$ cat src/rtl/game_pkg.sv
// game_pkg: shared game-logic types and constants.
//   hp_state_t            - per-player health state (ALIVE / INVULN / DEAD)
//   PLAYER_MAX_HP         - default full health for a player
//   GAME_CLK_HZ           - rate of the game-logic clock
//   IFRAME_3S_CYCLES      - 3 seconds of invulnerability expressed in clk cycles
//   IFRAME_CYCLES_DEFAULT - default invulnerability window length
package game_pkg;

    typedef enum logic [1:0] {
        ALIVE  = 2'd0,
        INVULN = 2'd1,
        DEAD   = 2'd2
    } hp_state_t;

    localparam int PLAYER_MAX_HP         = 8;
    localparam int GAME_CLK_HZ           = 100;
    localparam int INVULN_SECONDS        = 3;
    localparam int IFRAME_3S_CYCLES      = INVULN_SECONDS * GAME_CLK_HZ;
    localparam int IFRAME_CYCLES_DEFAULT = IFRAME_3S_CYCLES;

endpackage

$ cat src/rtl/cycle_timer.sv
// cycle_timer: load/decrement down-counter used for invulnerability windows
// and the blink divider.
//   clk, reset - clock, synchronous active-high reset (count cleared to 0)
//   load       - load the counter with CYCLES-1 (wins over dec)
//   dec        - decrement by one, stopping at 0
//   done       - counter currently at 0
module cycle_timer #(
    parameter int CYCLES = 2
) (
    input  logic clk,
    input  logic reset,
    input  logic load,
    input  logic dec,
    output logic done
);

    // A single-cycle period still needs one bit of storage.
    localparam int W = (CYCLES > 1) ? $clog2(CYCLES) : 1;
    localparam logic [W-1:0] RELOAD = W'(CYCLES - 1);

    logic [W-1:0] count;

    always_ff @(posedge clk) begin
        if (reset) begin
            count <= '0;
        end else if (load) begin
            count <= RELOAD;
        end else if (dec && (count != '0)) begin
            count <= count - W'(1);
        end
    end

    assign done = (count == '0);

endmodule

$ cat src/rtl/health_tracker.sv
// health_tracker: per-player health register with saturating damage/heal,
// timed invulnerability after a hit or respawn, and death handling.
//   clk, reset - clock, synchronous active-high reset
//   damage     - damage amount; nonzero is a hit request
//   heal       - +1 health request
//   respawn    - leave DEAD (ignored in other states)
//   health     - current health
//   invuln     - high while invulnerable
//   dead       - high while dead
//   hit        - one-cycle pulse per accepted hit
//   blink      - sprite visibility; toggles while invulnerable, else 1
module health_tracker
    import game_pkg::*;
#(
    parameter int MAX_HP        = PLAYER_MAX_HP,
    parameter int HP_W          = 4,
    parameter int DMG_W         = 2,
    parameter int IFRAME_CYCLES = IFRAME_CYCLES_DEFAULT,
    parameter int BLINK_CYCLES  = 25
) (
    input  logic             clk,
    input  logic             reset,
    input  logic [DMG_W-1:0] damage,
    input  logic             heal,
    input  logic             respawn,
    output logic [HP_W-1:0]  health,
    output logic             invuln,
    output logic             dead,
    output logic             hit,
    output logic             blink
);

    // One extra bit beyond the wider operand so the difference keeps its sign.
    localparam int SUB_W = ((HP_W > DMG_W) ? HP_W : DMG_W) + 1;
    localparam logic [HP_W-1:0] HP_FULL = HP_W'(MAX_HP);

    hp_state_t state, next_state;

    logic ifr_done;
    logic blk_done;
    logic in_invuln;
    logic dmg_req;
    logic lethal;
    logic enter_invuln;
    logic blk_load;
    logic [HP_W-1:0] hp_after_dmg;
    logic [HP_W-1:0] hp_after_heal;

    function automatic logic [HP_W-1:0] sat_sub(input logic [HP_W-1:0] hp,
                                                input logic [DMG_W-1:0] dmg);
        logic signed [SUB_W-1:0] diff;
        diff = $signed(SUB_W'(hp)) - $signed(SUB_W'(dmg));
        if (diff[SUB_W-1] || (diff == '0)) begin
            return '0;
        end
        return diff[HP_W-1:0];
    endfunction

    function automatic logic [HP_W-1:0] sat_inc(input logic [HP_W-1:0] hp);
        if (hp >= HP_FULL) begin
            return HP_FULL;
        end
        return hp + HP_W'(1);
    endfunction

    assign in_invuln     = (state == INVULN);
    assign dmg_req       = (damage != '0);
    assign hp_after_dmg  = sat_sub(health, damage);
    assign hp_after_heal = sat_inc(health);
    assign lethal        = (hp_after_dmg == '0);
    assign enter_invuln  = ((state == ALIVE) && dmg_req && !lethal) ||
                           ((state == DEAD) && respawn);
    // Blink divider restarts its half-period on entry and each time it expires.
    assign blk_load      = enter_invuln || (in_invuln && blk_done);

    cycle_timer #(.CYCLES(IFRAME_CYCLES)) u_iframe_timer (
        .clk   (clk),
        .reset (reset),
        .load  (enter_invuln),
        .dec   (in_invuln),
        .done  (ifr_done)
    );

    cycle_timer #(.CYCLES(BLINK_CYCLES)) u_blink_timer (
        .clk   (clk),
        .reset (reset),
        .load  (blk_load),
        .dec   (in_invuln),
        .done  (blk_done)
    );

    // State register
    always_ff @(posedge clk) begin
        if (reset) begin
            state <= ALIVE;
        end else begin
            state <= next_state;
        end
    end

    // Next-state logic
    always_comb begin
        next_state = state;
        unique case (state)
            ALIVE: begin
                if (dmg_req) begin
                    next_state = lethal ? DEAD : INVULN;
                end
            end
            INVULN: begin
                if (ifr_done) begin
                    next_state = ALIVE;
                end
            end
            DEAD: begin
                if (respawn) begin
                    next_state = INVULN;
                end
            end
            default: next_state = ALIVE;
        endcase
    end

    // Output decode from the state register
    always_comb begin
        invuln = 1'b0;
        dead   = 1'b0;
        unique case (state)
            INVULN:  invuln = 1'b1;
            DEAD:    dead   = 1'b1;
            default: ;
        endcase
    end

    // Health, hit pulse and blink registers
    always_ff @(posedge clk) begin
        if (reset) begin
            health <= HP_FULL;
            hit    <= 1'b0;
            blink  <= 1'b1;
        end else begin
            hit <= 1'b0;
            unique case (state)
                ALIVE: begin
                    // Damage takes precedence; a simultaneous heal is dropped.
                    if (dmg_req) begin
                        health <= hp_after_dmg;
                        hit    <= 1'b1;
                        blink  <= lethal;
                    end else if (heal) begin
                        health <= hp_after_heal;
                    end
                end
                INVULN: begin
                    if (heal) begin
                        health <= hp_after_heal;
                    end
                    if (ifr_done) begin
                        blink <= 1'b1;
                    end else if (blk_done) begin
                        blink <= ~blink;
                    end
                end
                DEAD: begin
                    if (respawn) begin
                        health <= HP_FULL;
                        blink  <= 1'b0;
                    end else begin
                        health <= '0;
                    end
                end
                default: ;
            endcase
        end
    end

endmodule

$ cat config.mk
export PLATFORM = sky130hd
export DESIGN_NAME = health_tracker
export DESIGN_NICKNAME = d
export VERILOG_FILES = /design/src/rtl/game_pkg.sv /design/src/rtl/cycle_timer.sv /design/src/rtl/health_tracker.sv
export SDC_FILE = /design/constraint.sdc
export NUM_CORES = 1
export LEC_CHECK = 0
export BUFFER_PORTS_ARGS = -buffer_cell sky130_fd_sc_hd__buf_4
export CAP_MARGIN = 20
export CELL_PAD_IN_SITES_DETAIL_PLACEMENT = 0
export CELL_PAD_IN_SITES_GLOBAL_PLACEMENT = 1
export CORE_MARGIN = 4
export CORE_UTILIZATION = 30
export CTS_BUF_LIST = sky130_fd_sc_hd__clkbuf_4
export DETAILED_ROUTE_END_ITERATION = 10
export GPL_TIMING_DRIVEN = 0
export PLACE_DENSITY_LB_ADDON = 0.1
export SLEW_MARGIN = 20
export SYNTH_ARGS = -nofsm -noshare
export SYNTH_HDL_FRONTEND = slang
export SYNTH_SLANG_ARGS = --single-unit
$ cat constraint.sdc
create_clock -name clk -period 7 [get_ports clk]
set_clock_uncertainty 0.05 [all_clocks]
set_input_delay 0.35 -clock clk [delete_from_list [all_inputs] [get_ports clk]]
set_output_delay 0.35 -clock clk [all_outputs]
set_load 0.02 [all_outputs]
Word level (Yosys, flattened, before mapping)
Index checks and enable logic that the tools add are counted.
{"block": "classes", "order_cmp": 1, "n_addsub": 4, "eq_ne": 6, "reduce_logical": 26, "bitwise_logic": 2, "n_mux": 27}
{"op": "4-bit 2-to-1 mux", "count": 7}
{"op": "9-bit 2-to-1 mux", "count": 2}
{"op": "4-bit case mux with 3 select lines", "count": 1}
{"op": "5-bit logical NOT", "count": 2}
{"op": "5-bit 2-to-1 mux", "count": 2}
{"op": "9-bit logical NOT", "count": 1}
{"op": "1-bit 2-to-1 mux", "count": 9}
{"op": "9-bit nonzero test", "count": 1}
{"op": "9-bit by 1-bit subtractor with 9-bit output (second input constant)", "count": 1}
{"op": "2-bit 2-to-1 mux", "count": 4}
{"op": "1-bit logical AND", "count": 6}
{"op": "2-bit != test (second input constant)", "count": 3}
{"op": "2-bit case mux with 3 select lines", "count": 1}
{"op": "2-bit nonzero test", "count": 3}
{"op": "2-bit OR reduction", "count": 3}
{"op": "5-bit nonzero test", "count": 1}
{"op": "4-bit by 2-bit subtractor with 5-bit output", "count": 1}
{"op": "5-bit by 1-bit subtractor with 5-bit output (second input constant)", "count": 1}
{"op": "4-bit by 1-bit adder with 4-bit output (second input constant)", "count": 1}
{"op": "4-bit >= comparator (second input constant)", "count": 1}
{"op": "4-bit logical NOT", "count": 1}
{"op": "4-bit AND reduction", "count": 1}
{"op": "1-bit logical OR", "count": 3}
{"op": "3-bit != test (second input constant)", "count": 1}
{"op": "other kinds (8)", "count": 9}
{"block": "word_totals", "wordCells": 74, "ff_bits": 22, "output_inout_bits": 8}

Longest topological paths before layout
Gate-level depths: netlist of the first run.
{"block": "logic_depth", "ltp_word": 11, "mapped_depth": 7}

By module
A second synthesis of the first run with hierarchy kept.
{"block": "unflattened", "cells_unflattened": 179, "area_unflattened_um2": 1524.0}
{"mod": "health_tracker", "n_inst": 1, "cells_per_inst": 91, "area_per_inst_um2": 757.0, "seq_area_each_um2": 160.2}
{"mod": "cycle_timer at u_iframe_timer", "n_inst": 1, "cells_per_inst": 60, "area_per_inst_um2": 523.0, "seq_area_each_um2": 180.2}
{"mod": "cycle_timer at u_blink_timer", "n_inst": 1, "cells_per_inst": 28, "area_per_inst_um2": 244.0, "seq_area_each_um2": 100.1}

Worst setup path after synthesis of the first run
Ideal clock, no wire load.
{"block": "synth_path", "path_type": "register -> register", "from": "register health[0]", "to": "register blink", "setup_ns": 0.078, "setup_slack_ns": 4.419, "arrival_ns": 2.453, "path_buffers": 0, "required_ns": 6.872, "stages_incl_launch_ff": 8, "period_less_slack_ns": 2.581, "path_cell_list": "dfxtp_1 > inv_1 > ha_1 > fa_1 > or4bb_1 > and3_1 > or4_1 > a32oi_1"}
{"block": "synth_via", "elab_chain_cells": 8}
{"element": "start, declared", "line_no": "health_tracker.sv:26", "source": "output logic [HP_W-1:0] health,"}
{"element": "start signal, assigned", "line_no": "health_tracker.sv:147", "source": "health <= hp_after_dmg;"}
{"element": "start signal, assigned", "line_no": "health_tracker.sv:151", "source": "health <= hp_after_heal;"}
{"element": "start signal, assigned", "line_no": "health_tracker.sv:156", "source": "health <= hp_after_heal;"}
{"element": "4-bit by 2-bit subtractor with 5-bit output *", "line_no": "health_tracker.sv:52", "source": "diff = $signed(SUB_W'(hp)) - $signed(SUB_W'(dmg));"}
{"element": "5-bit logical NOT", "line_no": "health_tracker.sv:53", "source": "if (diff[SUB_W-1] || (diff == '0)) begin"}
{"element": "1-bit logical OR", "line_no": "health_tracker.sv:53"}
{"element": "1-bit 2-to-1 mux", "line_no": "health_tracker.sv:53"}
{"element": "4-bit 2-to-1 mux *", "line_no": "health_tracker.sv:56", "source": "return diff[HP_W-1:0];"}
{"element": "4-bit logical NOT *", "line_no": "health_tracker.sv:70", "source": "assign lethal = (hp_after_dmg == '0);"}
{"element": "1-bit 2-to-1 mux *", "line_no": "health_tracker.sv:146", "source": "if (dmg_req) begin"}
{"element": "1-bit case mux with 3 select lines *", "line_no": "health_tracker.sv:143", "source": "unique case (state)"}
{"element": "end signal, assigned", "line_no": "health_tracker.sv:149", "source": "blink <= lethal;"}
{"element": "end signal, assigned", "line_no": "health_tracker.sv:161", "source": "blink <= ~blink;"}
{"element": "end, declared", "line_no": "health_tracker.sv:30", "source": "output logic blink"}
Every way passes the cells marked *; elsewhere a longest branch is shown, timed or not. The select of a mux whose other input is x is not followed.
A chain may end at the register's enable or synchronous reset.

Final worst setup path of the first run
{"block": "layout_path", "from": "register health[0]", "to": "register u_iframe_timer.count[6]"}
{"block": "layout_via", "elab_chain_cells": 10}
{"element": "4-bit by 2-bit subtractor with 5-bit output *", "line_no": "health_tracker.sv:52"}
{"element": "5-bit logical NOT", "line_no": "health_tracker.sv:53"}
{"element": "1-bit logical OR", "line_no": "health_tracker.sv:53"}
{"element": "1-bit 2-to-1 mux", "line_no": "health_tracker.sv:53"}
{"element": "4-bit 2-to-1 mux *", "line_no": "health_tracker.sv:56"}
{"element": "4-bit logical NOT *", "line_no": "health_tracker.sv:70"}
{"element": "1-bit logical NOT *", "line_no": "health_tracker.sv:71", "source": "assign enter_invuln = ((state == ALIVE) && dmg_req && !lethal) ||"}
{"element": "1-bit logical AND *", "line_no": "health_tracker.sv:71"}
{"element": "1-bit logical OR *", "line_no": "health_tracker.sv:71"}
{"element": "2-bit OR reduction (no source line) *"}
{"element": "end signal, assigned", "line_no": "cycle_timer.sv:29", "source": "count <= count - W'(1);"}
{"element": "end, declared", "line_no": "cycle_timer.sv:21", "source": "logic [W-1:0] count;"}
Every way passes the cells marked *; elsewhere a longest branch is shown, timed or not.

==> metrics.txt, run 1 <==
# TYPE chip_impl_metric gauge
chip_impl_info{name="run_status",value="complete, no violations"} 1
chip_impl_metric{name="worst_skew_pair.late_latency",unit="ns"} 0.32
chip_impl_metric{name="synth_simple_gate_area_frac",unit=""} 0.198
chip_impl_metric{name="fp.dieW",unit="um"} 79.0
chip_impl_metric{name="initial_core_util",unit=""} 0.316
chip_impl_metric{name="synth_compound_gate_area_share",unit=""} 0.278
chip_impl_metric{name="cp.arrival",unit="ns"} 2.96
chip_impl_metric{name="max-clock-path-buffers",unit=""} 2
chip_impl_metric{name="ant_nets",unit=""} 0
chip_impl_info{name="synth-main-ff-cell",value="sky130_fd_sc_hd__dfxtp_1"} 1
chip_impl_metric{name="synth_sequential_area_ratio",unit=""} 0.292
chip_impl_metric{name="post_route_cells_drive_above_1_share",unit=""} 0.138
chip_impl_info{name="endpoint_kind",value="flip-flop"} 1
chip_impl_metric{name="synth.lib_cells_used.distinct",unit=""} 57
chip_impl_metric{name="max-cap-violations",unit=""} 0
chip_impl_info{name="layout.cells.most_common",value="sky130_fd_sc_hd__dfxtp_1"} 1
chip_impl_metric{name="total_power",unit="mW"} 0.829
chip_impl_metric{name="ios",unit=""} 14
chip_impl_metric{name="coreArea",unit="um2"} 4790
chip_impl_metric{name="numCtsBuffers",unit=""} 3
chip_impl_metric{name="post_synth_fa_ha_maj_area_fraction",unit=""} 0.104
chip_impl_metric{name="share_of_the_synthesized_area_in_the_top_cell_type",unit=""} 0.292
chip_impl_info{name="cts_root_buf",value="sky130_fd_sc_hd__clkbuf_4"} 1
chip_impl_metric{name="power_density",unit="nW/um2"} 483
chip_impl_metric{name="largest_net_degree_at_the_start_of_global_routing",unit=""} 13
chip_impl_metric{name="postLayoutCoreUtil",unit=""} 0.359
chip_impl_metric{name="yosys_warnings",unit=""} 0
chip_impl_metric{name="grt_usage",unit=""} 0.142
chip_impl_metric{name="pre_cts_worst_setup_slack",unit="ns"} 4.23
chip_impl_metric{name="routedWlPerCell",unit="um"} 16.1
chip_impl_metric{name="post_synth_mux_area_share",unit=""} 0.0282
chip_impl_metric{name="cts_sinks",unit=""} 22
chip_impl_info{name="worst_setup_path_start_kind",value="flip-flop"} 1
chip_impl_metric{name="final.fill_count",unit=""} 499
chip_impl_info{name="critPathTopFamily",value="simple AND/OR/NAND/NOR gates"} 1
chip_impl_metric{name="syn_to_final_growth",unit="%"} 13.8
chip_impl_metric{name="post_cts_setup_inserts",unit=""} 0
chip_impl_info{name="path_cells",value="inv_1, ha_1, fa_1, nor2_1, or4b_1, a31oi_1, nor4_1"} 1
chip_impl_metric{name="synthXorXnorAreaFrac",unit=""} 0.0348
chip_impl_metric{name="whs",unit="ns"} 0.185
chip_impl_metric{name="worst_slew_margin_relative_to_its_limit",unit=""} 0.472
chip_impl_metric{name="max_slew.worst_pin.slew",unit="ns"} 0.789
chip_impl_info{name="final_cell_mix",value="sky130_fd_sc_hd__dfxtp_1, sky130_fd_sc_hd__inv_1, sky130_fd_sc_hd__buf_4"} 1
chip_impl_metric{name="post_cts_resized",unit=""} 0
chip_impl_metric{name="postSynthAreaPerCell",unit="um2"} 8.78
chip_impl_metric{name="postCtsHoldBufs",unit=""} 0
chip_impl_metric{name="antenna_found_initial",unit=""} 0
chip_impl_metric{name="vias",unit=""} 1413
chip_impl_metric{name="critical_path_required",unit="ns"} 7.14
chip_impl_info{name="cts_tree",value="yes"} 1
chip_impl_info{name="hold_path.class",value="in -> reg"} 1
chip_impl_metric{name="setup_slack",unit="ns"} 4.18
chip_impl_metric{name="layout_min_cycle_time",unit="ns"} 2.82
chip_impl_metric{name="syn_inst_count",unit=""} 172
chip_impl_metric{name="report.final.setup_viol",unit=""} 0
chip_impl_metric{name="firstDrtPassIters",unit=""} 6
chip_impl_metric{name="finalHoldViolations",unit=""} 0
chip_impl_metric{name="leakagePower",unit="nW"} 0.645
chip_impl_metric{name="slew_violations",unit=""} 0
chip_impl_metric{name="number_of_levels_the_h_tree_was_split_into",unit=""} 1
chip_impl_metric{name="buffer_ports.inserted",unit=""} 13
chip_impl_metric{name="detail_route.wirelength",unit="um"} 4120
chip_impl_info{name="setup_repair_after_global_routing_missed_its_margin",value="false"} 1
chip_impl_metric{name="critical_path_buf_inv_count",unit=""} 1
chip_impl_info{name="cp_max_delay_cell",value="sky130_fd_sc_hd__a31oi_1"} 1
chip_impl_metric{name="placement_row_count",unit=""} 25
chip_impl_metric{name="global_route.overflow_total",unit=""} 0
chip_impl_info{name="yosys-top-cells-area",value="sky130_fd_sc_hd__dfxtp_1, sky130_fd_sc_hd__ha_1, sky130_fd_sc_hd__a31oi_1, sky130_fd_sc_hd__inv_1, sky130_fd_sc_hd__o31ai_1"} 1
chip_impl_metric{name="place_hpwl",unit="um"} 3050
chip_impl_metric{name="worst_ir_drop_vdd",unit="V"} 0.000160
chip_impl_info{name="synth_top_area_cell",value="sky130_fd_sc_hd__dfxtp_1"} 1
chip_impl_metric{name="drt_iter0_markers",unit=""} 107
chip_impl_metric{name="post-route-period-util",unit=""} 0.403
chip_impl_metric{name="synth-seq-cells",unit=""} 22
chip_impl_metric{name="grt_pass1_vias",unit=""} 1388
chip_impl_metric{name="place.gp.congestion",unit=""} 0.769
chip_impl_metric{name="finalNetCount",unit=""} 208
chip_impl_info{name="largest_family_of_logic_cells_by_synthesized_area",value="compound AO/OA/AOI/OAI gates"} 1
chip_impl_metric{name="chipHeight",unit="um"} 79.0
chip_impl_metric{name="path_clk_slew",unit="ns"} 0.14
chip_impl_info{name="crit_type",value="reg -> reg"} 1
chip_impl_metric{name="grt_first_pass_wirelength",unit="um"} 7040
chip_impl_metric{name="async_reset_ff_frac",unit=""} 0
chip_impl_metric{name="synthesis.area",unit="um2"} 1510
chip_impl_metric{name="via_per_inst",unit=""} 5.52
chip_impl_metric{name="fmaxAchievable",unit="GHz"} 0.354
chip_impl_metric{name="mappedNetlistNets",unit=""} 190
chip_impl_metric{name="antennaDiodeCount",unit=""} 0
chip_impl_metric{name="worst-path-max-fanout",unit=""} 6
chip_impl_metric{name="number_of_enable_type_register_cells_in_the_synthesized_netlist",unit=""} 0
chip_impl_metric{name="fin_setup_tns",unit="ns"} 0
chip_impl_metric{name="route.detailed.drc",unit=""} 0
chip_impl_metric{name="slowest_delay",unit="ns"} 0.62
chip_impl_metric{name="fp.dieArea",unit="um2"} 6230
==> kinds of logic after synthesis <==
| kind of cell | count (synthesis) |
|---|---|
| mux | 4 |
| xor+xnor | 6 |
| buf+inv | 24 |
| simple gates | 47 |
| flops | 22 |
| compound gates | 57 |
| fa+ha+maj | 12 |
==> area by class of cell <==
class                      instances  area [um2]  area share
multi-input combinational        126         972       0.566
sequential                        22         440       0.256
timing repair buffer              13        97.6      0.0568
tap                               67        83.8      0.0488
inverter                          15        56.3      0.0328
buffer                             9        41.3      0.0240
clock buffer                       3        22.5      0.0131
clock inverter                     1        3.75     0.00218
==> registers in the layout (all words and copies together), names as in the netlist <==
name,count
u_blink_timer.count,5
state,2
health,4
u_iframe_timer.count,9
hit,1
blink,1
==> per-stage QoR <==
stage / std cells / area, um2
4_1_cts: 256 / 1720
6_report: 256 / 1720
2_1_floorplan: 172 / 1510
3_5_place_dp: 252 / 1690
3_3_place_gp: 252 / 1690
5_1_grt: 256 / 1720
==> power by group <==
| part | total, mW | leakage (nW) | switching, mW | internal [mW] |
|---|---|---|---|---|
| Sequential | 0.225 | 0.182 | 0.0495 | 0.176 |
| Combinational | 0.538 | 0.448 | 0.309 | 0.229 |
| Clock | 0.0659 | 0.0154 | 0.0450 | 0.0209 |
| Total | 0.829 | 0.645 | 0.403 | 0.426 |
==> worst reg2reg max path: cells and delay by family, from the launching register on <==
kind,cells,cell delay (ns)
adder cells (fa/ha/maj),2,0.72
flip-flops,1,0.40
AO/OA/AOI/OAI,1,0.62
AND/OR/NAND/NOR,3,0.78
buffers and inverters,1,0.11
==> per-layer routing <==
| layer | part of all wire | vias to the layer above | GRT usage | wire length [um] |
|---|---|---|---|---|
| met4 | 0.0061 | 0 | 0.0309 | 25 |
| met5 | 0 | - | 0 | 0 |
| li1 | - | 705 | - | - |
| met2 | 0.43 | 34 | 0.224 | 1780 |
| met1 | 0.52 | 670 | 0.206 | 2120 |
| met3 | 0.045 | 4 | 0.0181 | 184 |
==> final timing paths <==
check / slack (ns) / to / startpoint / cells past startpoint
min: 0.19 / u_iframe_timer.count[7] / reset / 2
max: 4.18 / u_iframe_timer.count[6] / health[0] / 7
min reg2reg: 0.47 / blink / blink / 2
max reg2reg: 4.18 / u_iframe_timer.count[6] / health[0] / 7
==> synthesized netlist by cell type (2+ instances only) <==
library cell and n:
sky130_fd_sc_hd__clkbuf_1 7, sky130_fd_sc_hd__o21ai_0 3, sky130_fd_sc_hd__or4_4 2, sky130_fd_sc_hd__nor3b_1 2, sky130_fd_sc_hd__inv_1 15, sky130_fd_sc_hd__o21ai_1 2, sky130_fd_sc_hd__or3_1 2, sky130_fd_sc_hd__a31oi_1 9
sky130_fd_sc_hd__o31a_1 2, sky130_fd_sc_hd__o211ai_1 3, sky130_fd_sc_hd__nor4_1 7, sky130_fd_sc_hd__xnor2_1 2, sky130_fd_sc_hd__o31ai_1 6, sky130_fd_sc_hd__nor2_1 7, sky130_fd_sc_hd__dfxtp_1 22, sky130_fd_sc_hd__nor2b_1 2
sky130_fd_sc_hd__a311o_1 2, sky130_fd_sc_hd__or4b_1 2, sky130_fd_sc_hd__a21oi_1 7, sky130_fd_sc_hd__o22ai_1 3, sky130_fd_sc_hd__xor2_1 4, sky130_fd_sc_hd__and2_1 2, sky130_fd_sc_hd__nor3_1 2, sky130_fd_sc_hd__ha_1 11
sky130_fd_sc_hd__nand4_1 2, sky130_fd_sc_hd__a211oi_1 2, sky130_fd_sc_hd__nand3_1 2, sky130_fd_sc_hd__nand2b_1 4, sky130_fd_sc_hd__mux2_2 2, sky130_fd_sc_hd__a41o_1 2, sky130_fd_sc_hd__nand2_1 3, sky130_fd_sc_hd__a221oi_1 3
sky130_fd_sc_hd__mux2i_1 2
(Power assumes the default switching activity.)
==> run 2: changes to the inputs <==
Clock period 7 ns to 2.3 ns, I/O delays scaled along.
==> run 2 against run 1 <==
The flow now finishes with violations (negative setup slack). Register-to-register slack worse by 4.3 ns. Global-route usage hardly changed. Combinational power grew to 3.7 times the previous value. Die area stayed put. Critical path depth stayed put. Critical endpoint is now blink.
==> metrics.txt, run 2 (same netlist as run 1, synthesis figures left out) <==
# TYPE chip_impl_metric gauge
chip_impl_info{name="violations",value="negative setup slack"} 1
chip_impl_info{name="timing.hold.worst_endpoint",value="health[0]"} 1
chip_impl_metric{name="chipHeight",unit="um"} 79.0
chip_impl_info{name="cts_root_buf",value="sky130_fd_sc_hd__clkbuf_4"} 1
chip_impl_metric{name="grt_usage",unit=""} 0.142
chip_impl_metric{name="leakagePower",unit="nW"} 0.722
chip_impl_metric{name="slew_violations",unit=""} 0
chip_impl_metric{name="total_power",unit="mW"} 2.98
chip_impl_metric{name="largest_net_degree_at_the_start_of_global_routing",unit=""} 14
chip_impl_metric{name="fp.dieW",unit="um"} 79.0
chip_impl_metric{name="cts_sinks",unit=""} 22
chip_impl_metric{name="antennaDiodeCount",unit=""} 0
chip_impl_metric{name="worst_r2r_path_depth",unit=""} 7
chip_impl_metric{name="numCtsBuffers",unit=""} 3
chip_impl_metric{name="global_route.overflow_total",unit=""} 0
chip_impl_metric{name="report.final.setup_viol",unit=""} 2
chip_impl_metric{name="finalNetCount",unit=""} 214
chip_impl_info{name="endpoint_kind",value="flip-flop"} 1
chip_impl_metric{name="setup_slack",unit="ns"} -0.133
chip_impl_metric{name="syn_to_final_growth",unit="%"} 28.7
chip_impl_metric{name="reg2reg_setup_slack",unit="ns"} -0.13
chip_impl_metric{name="post_route_cells_drive_above_1_share",unit=""} 0.282
chip_impl_metric{name="firstDrtPassIters",unit=""} 4
chip_impl_metric{name="post-route-period-util",unit=""} 1.06
chip_impl_info{name="crit_reg_reg_endpoint",value="blink"} 1
chip_impl_metric{name="ios",unit=""} 14
chip_impl_info{name="launching_point_of_the_worst_reg2reg_path",value="health[0]"} 1
chip_impl_info{name="run_status",value="finished, violations left"} 1
chip_impl_metric{name="ant_nets",unit=""} 0
chip_impl_metric{name="critical_path_required",unit="ns"} 2.51
chip_impl_metric{name="max_slew.worst_pin.slew",unit="ns"} 0.850
chip_impl_info{name="setup_repair_after_global_routing_missed_its_margin",value="true"} 1
chip_impl_metric{name="place.gp.congestion",unit=""} 0.886
chip_impl_metric{name="antenna_found_initial",unit=""} 0
chip_impl_metric{name="via_per_inst",unit=""} 5.48
chip_impl_metric{name="power_density",unit="nW/um2"} 1530
chip_impl_metric{name="drt_iter0_markers",unit=""} 73
chip_impl_metric{name="routedWlPerCell",unit="um"} 16.0
chip_impl_metric{name="buffer_ports.inserted",unit=""} 13
chip_impl_info{name="final_cell_mix",value="sky130_fd_sc_hd__dfxtp_1, sky130_fd_sc_hd__buf_4, sky130_fd_sc_hd__inv_1"} 1
chip_impl_info{name="hold_path.class",value="in -> reg"} 1
chip_impl_metric{name="max-cap-violations",unit=""} 0
chip_impl_metric{name="finalHoldViolations",unit=""} 0
chip_impl_info{name="layout.cells.most_common",value="sky130_fd_sc_hd__dfxtp_1"} 1
chip_impl_metric{name="fmaxAchievable",unit="GHz"} 0.411
chip_impl_metric{name="worst_skew_pair.late_latency",unit="ns"} 0.32
chip_impl_metric{name="path_clk_slew",unit="ns"} 0.14
chip_impl_metric{name="placement_row_count",unit=""} 25
chip_impl_info{name="top_register",value="u_iframe_timer.count"} 1
chip_impl_metric{name="place_hpwl",unit="um"} 3080
chip_impl_metric{name="grt_pass1_vias",unit=""} 1392
chip_impl_metric{name="worst-path-max-fanout",unit=""} 3
chip_impl_metric{name="layout_min_cycle_time",unit="ns"} 2.43
chip_impl_metric{name="cp.arrival",unit="ns"} 2.64
chip_impl_metric{name="fin_setup_tns",unit="ns"} -0.187
chip_impl_metric{name="postLayoutCoreUtil",unit=""} 0.406
chip_impl_metric{name="worst_slew_margin_relative_to_its_limit",unit=""} 0.428
chip_impl_metric{name="max_ffs_per_register",unit=""} 9
chip_impl_metric{name="max-clock-path-buffers",unit=""} 2
chip_impl_metric{name="vias",unit=""} 1435
chip_impl_metric{name="initial_core_util",unit=""} 0.316
chip_impl_metric{name="coreArea",unit="um2"} 4790
chip_impl_metric{name="pre_cts_worst_setup_slack",unit="ns"} -0.171
chip_impl_info{name="hold_path_startpoint",value="heal"} 1
chip_impl_metric{name="worst_ir_drop_vdd",unit="V"} 0.000537
chip_impl_info{name="worst_setup_path_start_kind",value="flip-flop"} 1
chip_impl_metric{name="fp.dieArea",unit="um2"} 6230
chip_impl_metric{name="detail_route.wirelength",unit="um"} 4180
chip_impl_info{name="cts_tree",value="yes"} 1
chip_impl_metric{name="route.detailed.drc",unit=""} 0
chip_impl_metric{name="grt_first_pass_wirelength",unit="um"} 7070
chip_impl_info{name="crit_type",value="reg -> reg"} 1
chip_impl_metric{name="number_of_levels_the_h_tree_was_split_into",unit=""} 1
chip_impl_info{name="largestRegisters",value="u_iframe_timer.count (9), u_blink_timer.count (5), health (4)"} 1
chip_impl_metric{name="hold_crit_depth",unit=""} 4
[run 2: cell types whose count changed in the layout (fill, tap and decap cells not counted), sizes merged]
cell / delta
buf: +6
bufinv: +1
clkbuf: -1
clkinv: -1
dlygate4sd3: +1
[run 2: worst max-delay path by stage]
stage	start	endpoint	slack (ns)	cells past startpoint
after floorplan	health[0]	blink	-0.06	7
after global placement	health[0]	u_blink_timer.count[0]	-0.19	7
after detailed placement	health[0]	u_iframe_timer.count[2]	-0.17	7
after CTS	health[0]	blink	-0.14	7
after global routing	health[0]	blink	-0.18	7
final	health[0]	blink	-0.13	7
[run 2: routing by layer]
metal / GRT usage / vias up / wire length [um]
met5: 0 / - / 0
met4: 0.0275 / 0 / 50
met3: 0.0295 / 4 / 165
met2: 0.239 / 42 / 2000
met1: 0.188 / 674 / 1960
li1: - / 715 / -
[run 2: critical path: stages, from the launching register on]
cell                      delay, ns
sky130_fd_sc_hd__dfxtp_4       0.39
sky130_fd_sc_hd__inv_4         0.04
sky130_fd_sc_hd__ha_4          0.15
sky130_fd_sc_hd__fa_2          0.53
sky130_fd_sc_hd__or4bb_4       0.47
sky130_fd_sc_hd__and3_4        0.18
sky130_fd_sc_hd__or4_4         0.42
sky130_fd_sc_hd__a32oi_2       0.15
[run 2: stage by stage]
step | hold slack [ns] | instances | area (um2)
6_report | 0.200 | 262 | 1940
5_1_grt | 0.228 | 262 | 1940
4_1_cts | 0.173 | 262 | 1880
3_5_place_dp | 0.295 | 252 | 1710
3_3_place_gp | 0.297 | 252 | 1710
2_1_floorplan | 0.145 | 172 | 1530
[run 2: area by class of cell]
cell class / instances / area [um2]
flip-flops and latches: 22 / 448
well taps: 67 / 83.8
inverters: 15 / 58.8
clock inverters: 1 / 30.0
repair buffers: 20 / 156
multi-input cells: 126 / 1110
clock buffers: 3 / 22.5
fillers: 496 / 2840
plain buffers: 8 / 37.5
[run 2: timing repair]
item / 4_1_cts / 5_1_grt
hold endpoints to repair: 1 / 0
pin swaps: 5 / 8
setup buffers: 5 / 1
gates resized for setup: 12 / 11
hold buffers: 1 / 0
endpoints found under the setup margin: 18 / 20
[run 2: where the power goes]
part / switching [mW] / total, mW / internal, mW
logic: 1.09 / 1.98 / 0.897
clock network: 0.133 / 0.309 / 0.176
registers: 0.143 / 0.688 / 0.545
total: 1.36 / 2.98 / 1.62
